[src/rtl/ecc_scrubber.sv]
// Background SECDED scrubber sitting in front of a single-port SRAM bank; the host port always has priority.
// Codeword layout: bit 0 = overall parity, bits 1..EncWidth-1 = Hamming positions with check bits at powers of two.
module ecc_scrubber #(
    parameter int DataWidth     = 32,
    parameter int NumWords      = 256,
    parameter int ScrubInterval = 1024,
    parameter int CntWidth      = 16,
    localparam int ParWidth     = $clog2(DataWidth + $clog2(DataWidth) + 1),
    localparam int EncWidth     = DataWidth + ParWidth + 1,
    localparam int AddrWidth    = $clog2(NumWords)
) (
    input  logic                 clk_i,
    input  logic                 rst_i,
    input  logic                 enable_i,
    input  logic                 host_req_i,
    output logic                 host_gnt_o,
    input  logic                 host_we_i,
    input  logic [AddrWidth-1:0] host_addr_i,
    input  logic [EncWidth-1:0]  host_wdata_i,
    output logic [EncWidth-1:0]  host_rdata_o,
    output logic                 bank_req_o,
    output logic                 bank_we_o,
    output logic [AddrWidth-1:0] bank_addr_o,
    output logic [EncWidth-1:0]  bank_wdata_o,
    input  logic [EncWidth-1:0]  bank_rdata_i,
    output logic                 scrub_busy_o,
    output logic [CntWidth-1:0]  corr_cnt_o,
    output logic [CntWidth-1:0]  uncorr_cnt_o,
    output logic                 uncorr_valid_o,
    output logic [AddrWidth-1:0] uncorr_addr_o
);
    // state  | meaning
    // IDLE   | counting idle cycles until the next scrub
    // READ   | waiting for a host-free cycle to read the pointer word
    // DECODE | read data valid, check and classify it
    // WRITE  | waiting for a host-free cycle to write back the corrected word
    typedef enum logic [1:0] {IDLE, READ, DECODE, WRITE} state_t;

    localparam int IvlWidth = $clog2(ScrubInterval + 1);

    state_t                state;
    logic [IvlWidth-1:0]   ivl_cnt;
    logic [AddrWidth-1:0]  ptr;
    logic [AddrWidth-1:0]  ptr_next;
    logic [EncWidth-1:0]   fix_word;
    logic [ParWidth-1:0]   syndrome;
    logic                  overall;
    logic                  single_err;
    logic                  double_err;
    logic [EncWidth-1:0]   corrected;
    logic                  host_hit;

    always_comb begin
        syndrome = '0;
        for (int i = 1; i < EncWidth; i++) begin
            if (bank_rdata_i[i]) syndrome = syndrome ^ ParWidth'(i);
        end
        overall = ^bank_rdata_i;
        // Odd parity pointing outside the codeword cannot be a single flip.
        single_err = overall && (32'(syndrome) < EncWidth);
        double_err = (!overall && syndrome != '0) || (overall && !single_err);
        corrected  = bank_rdata_i ^ (EncWidth'(1) << syndrome);
    end

    assign ptr_next = (ptr == AddrWidth'(NumWords - 1)) ? '0 : ptr + AddrWidth'(1);
    assign host_hit = host_req_i && host_we_i && (host_addr_i == ptr);

    assign host_gnt_o     = host_req_i;
    assign host_rdata_o   = bank_rdata_i;
    assign scrub_busy_o   = (state != IDLE);
    assign uncorr_valid_o = (state == DECODE) && double_err;

    always_comb begin
        bank_req_o   = 1'b0;
        bank_we_o    = 1'b0;
        bank_addr_o  = '0;
        bank_wdata_o = '0;
        if (host_req_i) begin
            bank_req_o   = 1'b1;
            bank_we_o    = host_we_i;
            bank_addr_o  = host_addr_i;
            bank_wdata_o = host_wdata_i;
        end else if (state == READ) begin
            bank_req_o  = 1'b1;
            bank_addr_o = ptr;
        end else if (state == WRITE) begin
            bank_req_o   = 1'b1;
            bank_we_o    = 1'b1;
            bank_addr_o  = ptr;
            bank_wdata_o = fix_word;
        end
    end

    always_ff @(posedge clk_i) begin
        if (rst_i) begin
            state         <= IDLE;
            ivl_cnt       <= '0;
            ptr           <= '0;
            fix_word      <= '0;
            corr_cnt_o    <= '0;
            uncorr_cnt_o  <= '0;
            uncorr_addr_o <= '0;
        end else begin
            case (state)
                IDLE: begin
                    if (!enable_i) begin
                        ivl_cnt <= '0;
                    end else if (ivl_cnt == IvlWidth'(ScrubInterval - 1)) begin
                        ivl_cnt <= '0;
                        state   <= READ;
                    end else begin
                        ivl_cnt <= ivl_cnt + IvlWidth'(1);
                    end
                end
                READ: begin
                    if (!host_req_i) state <= DECODE;
                end
                DECODE: begin
                    if (double_err) begin
                        uncorr_addr_o <= ptr;
                        if (uncorr_cnt_o != '1) uncorr_cnt_o <= uncorr_cnt_o + CntWidth'(1);
                        ptr   <= ptr_next;
                        state <= IDLE;
                    end else if (single_err && !host_hit) begin
                        fix_word <= corrected;
                        state    <= WRITE;
                    end else begin
                        // Clean word, or the host is overwriting it right now.
                        ptr   <= ptr_next;
                        state <= IDLE;
                    end
                end
                WRITE: begin
                    if (host_hit) begin
                        ptr   <= ptr_next;
                        state <= IDLE;
                    end else if (!host_req_i) begin
                        if (corr_cnt_o != '1) corr_cnt_o <= corr_cnt_o + CntWidth'(1);
                        ptr   <= ptr_next;
                        state <= IDLE;
                    end
                end
                default: state <= IDLE;
            endcase
        end
    end
endmodule

[config.mk]
export PLATFORM = sky130hd
export DESIGN_NAME = ecc_scrubber
export DESIGN_NICKNAME = d
export VERILOG_FILES = /design/src/rtl/ecc_scrubber.sv
export SDC_FILE = /design/constraint.sdc
export NUM_CORES = 1
export LEC_CHECK = 0
export ABC_AREA = 0
export CORE_MARGIN = 4
export CORE_UTILIZATION = 38
export DETAILED_ROUTE_END_ITERATION = 8
export MAX_ROUTING_LAYER = met4
export PLACE_DENSITY = 0.69
export SLEW_MARGIN = 10
export SYNTH_ARGS = -nofsm -noshare
export SYNTH_HDL_FRONTEND = slang
export SYNTH_SLANG_ARGS = --single-unit
[constraint.sdc]
create_clock -name clk_i -period 6.6 [get_ports clk_i]
set_input_delay 1.32 -clock clk_i [delete_from_list [all_inputs] [get_ports clk_i]]
set_output_delay 1.32 -clock clk_i [all_outputs]
set_load 0.1 [all_outputs]
==> out/qor.yml <==
power_and_ir_drop:
  p_per_area_nw_per_um2: 239
  power_leakage_nw: 2.89
  finalPower_mw: 2.05
  vdd_drop_max_mv: 0.152
clock_tree:
  cts_tree: "yes"
  cts-root-buf: "clkbuf_16"
  clock_sinks: 100
  htreeDepth: 3
  numCtsBuffers: 9
  cts_hold_buf: 0
  post_cts_buffers: 0
  cts.clk_slew.worst_paths_ns: 0.07
  insertion_delay_ns: 0.35
  clockBufferDepth: 2
  post_cts_resized: 0
route:
  num_vias: 5847
  wl_met2_mm: 8.57
  firstDrtPassIters: 5
  postRouteWirelength_mm: 18.3
  drt_iter0_drc: 334
  wl_met3_mm: 1.15
  ant_nets: 0
  vias_per_cell: 5.11
  drt-met1-wl_mm: 8.37
  routedWlPerCell_um: 16.0
  drc_errors: 0
  top_layer: "met4"
floorplan:
  fp.coreArea_um2: 16100
  rows: 46
  boundaryPins: 222
  die_h_um: 137
  die_w_um: 137
  start_util_pct: 39.2
  die_area_um2: 18700
yosys:
  yosysWarnings: 0
  synth.distinct_cells: 50
  synth_seq_cells: 100
  netlist.area_leader.share_pct: 31.8
  ys_top_cells_by_area: "dfxtp_1 32%, xnor2_1 13%, nor2_1 5.7%, a22o_1 5.4%, xor2_1 5.1%"
  ys.flop_type: "dfxtp_1"
  netlist_area_um2: 6300
  yosys.area.top_type: "dfxtp_1"
  synth_area_per_cell_um2: 8.14
  syn_inst: 774
  synth_edf_count: 0
  async_flop_share_pct: 0
  synth_fp_nets: 869
  yosysSeqAreaShare_pct: 31.8
global_route:
  grt-ovfl-total: 0
  grt_first_pass_wirelength_mm: 28.9
  grt_antenna_before_repair: 0
  grt_pass1_vias: 5519
  grt_max_degree: 97
  track_usage_pct: 19.9
critical_path:
  cp.depth: 10
  path_class: "in -> out"
  arrival_ns: 4.38
  cp_slowest_cell: "clkdlybuf4s50_1"
  cp_cell_sequence: "clkdlybuf4s50_1, xor2_1, xnor2_2, xnor3_1, xor2_1, nor4_1, a311oi_1, nand3_1, clkinv_1, buf_12"
  cp_slowest_stage_delay_ns: 0.60
  worstSetupEndpointType: "output pin"
  worstPathRequired_ns: 5.28
  path_delay_family: "buffers and inverters"
  critPathLaunchType: "primary input"
  critPathMaxFanout: 10
  crit_top_cell: "xor2_1"
  r2r_cells: 9
  crit_buf_inv: 3
layout:
  fillers: 1508
  fin_cells: 1145
  final_nets: 1019
  n_antenna_cell: 0
  drive_gt1_share_pct: 7.64
  syn_to_final_growth_pct: 36.2
place:
  dp_cells: 1129
  post-place-ws_ns: 0.929
  io_buffers: 221
  place_congestion: 0.861
  dp_hpwl_mm: 13.8
sta:
  fmax_ghz: 0.175
  slew_violations: 0
  setup_viol: 0
  maxSlewHeadroom_pct: 31.1
  fin_tns_setup_ns: 0
  max_slew.worst_pin.slew_ns: 1.03
  hold_viol: 0
  timing.final.crit_share_pct: 86.4
  setup_slack_ns: 0.897
  rsz0062_at_grt: "no"
  period_needed_ns: 5.70
  skew_ns: 0.00669
status:
  status: "completed"
hold_path:
  holdPathStages: 2
  hp-class: "reg -> reg"
job:
  cap_violations: 0
[through the flow]
step                      util, %  hold slack [ns]  cell area (um^2)
after floorplan                 -            0.457              6300
after global placement       51.4            0.441              8250
after detailed placement     51.4            0.447              8250
after CTS                    53.4            0.457              8580
after global routing         53.4            0.485              8580
final                        53.4            0.454              8580
[logic make-up (layout without fill, tap and decap cells)]
group | after synthesis | in the layout | synth area share [%]
simple gates | 274 | 274 | 20.6
compound gates | 166 | 166 | 18.5
xor+xnor | 134 | 134 | 19.6
flops | 100 | 100 | 31.8
buf+inv | 92 | 247 | 8.05
fa+ha+maj | 4 | 4 | 0.795
mux | 4 | 4 | 0.656
[worst paths after layout]
check                                      start               end  slack, ns
worst max-delay path            bank_rdata_i[31]    uncorr_valid_o       0.90
worst min-delay path            uncorr_addr_o[7]  uncorr_addr_o[7]       0.45
worst max register to register            ptr[3]            ptr[7]       3.28
worst min register to register  uncorr_addr_o[7]  uncorr_addr_o[7]       0.45
[final cells by class]
cell class / instances / area, um^2 / area share (%)
inverter: 6 / 22.5 / 0.263
tap: 216 / 270 / 3.15
multi-input combinational: 582 / 3790 / 44.2
clock buffer: 9 / 225 / 2.63
sequential: 100 / 2000 / 23.3
clock inverter: 7 / 106 / 1.24
timing repair buffer: 225 / 2160 / 25.2
[flip-flops by register name, indices dropped and copies added, names as in the netlist]
signal / count
fix_word: 39
corr_cnt_o: 16
uncorr_cnt_o: 16
ivl_cnt: 11
ptr: 8
uncorr_addr_o: 8
state: 2
[cells in the mapped netlist (all sizes together), types with 5 or more instances]
library cell,n
a211oi,38
a21oi,39
a22o,39
and2,5
and3,12
and4,5
buf,50
clkbuf,36
dfxtp,100
nand2,72
nand3,19
nand4,9
nor2,97
nor2b,5
nor3,7
o21ai,27
o31ai,11
or2,6
or3,16
or4,9
xnor2,94
xor2,37
[worst min-delay path, cell delays in order (launching register included)]
cell     delay (ns)
dfxtp_1        0.31
nand2_1        0.05
a21oi_1        0.05
[cell usage in the layout (no fill, tap or decap), types with 12 or more instances in the layout]
cell | netlist | final
clkdlybuf4s50_1 | 0 | 185
dfxtp_1 | 100 | 100
nor2_1 | 96 | 96
xnor2_1 | 91 | 91
nand2_1 | 71 | 71
a22o_1 | 39 | 39
a21oi_1 | 39 | 39
a211oi_1 | 38 | 38
buf_4 | 40 | 38
xor2_1 | 37 | 37
o21ai_0 | 27 | 27
nand3_1 | 19 | 19
or3_1 | 16 | 16
and3_1 | 12 | 12
[per-layer routing]
| metal | vias up | global-route usage (%) |
|---|---|---|
| met5 | - | - |
| met4 | 0 | 5.60 |
| met2 | 186 | 31.0 |
| li1 | 2977 | - |
| met1 | 2665 | 26.5 |
| met3 | 19 | 3.86 |
[power by group]
part | switching [mW] | internal [mW] | total (mW)
combinational | 0.584 | 0.267 | 0.851
sequential | 0.000490 | 0.603 | 0.604
clock | 0.257 | 0.339 | 0.596
total | 0.842 | 1.21 | 2.05
Note: power is estimated with default switching activity, not from simulation.
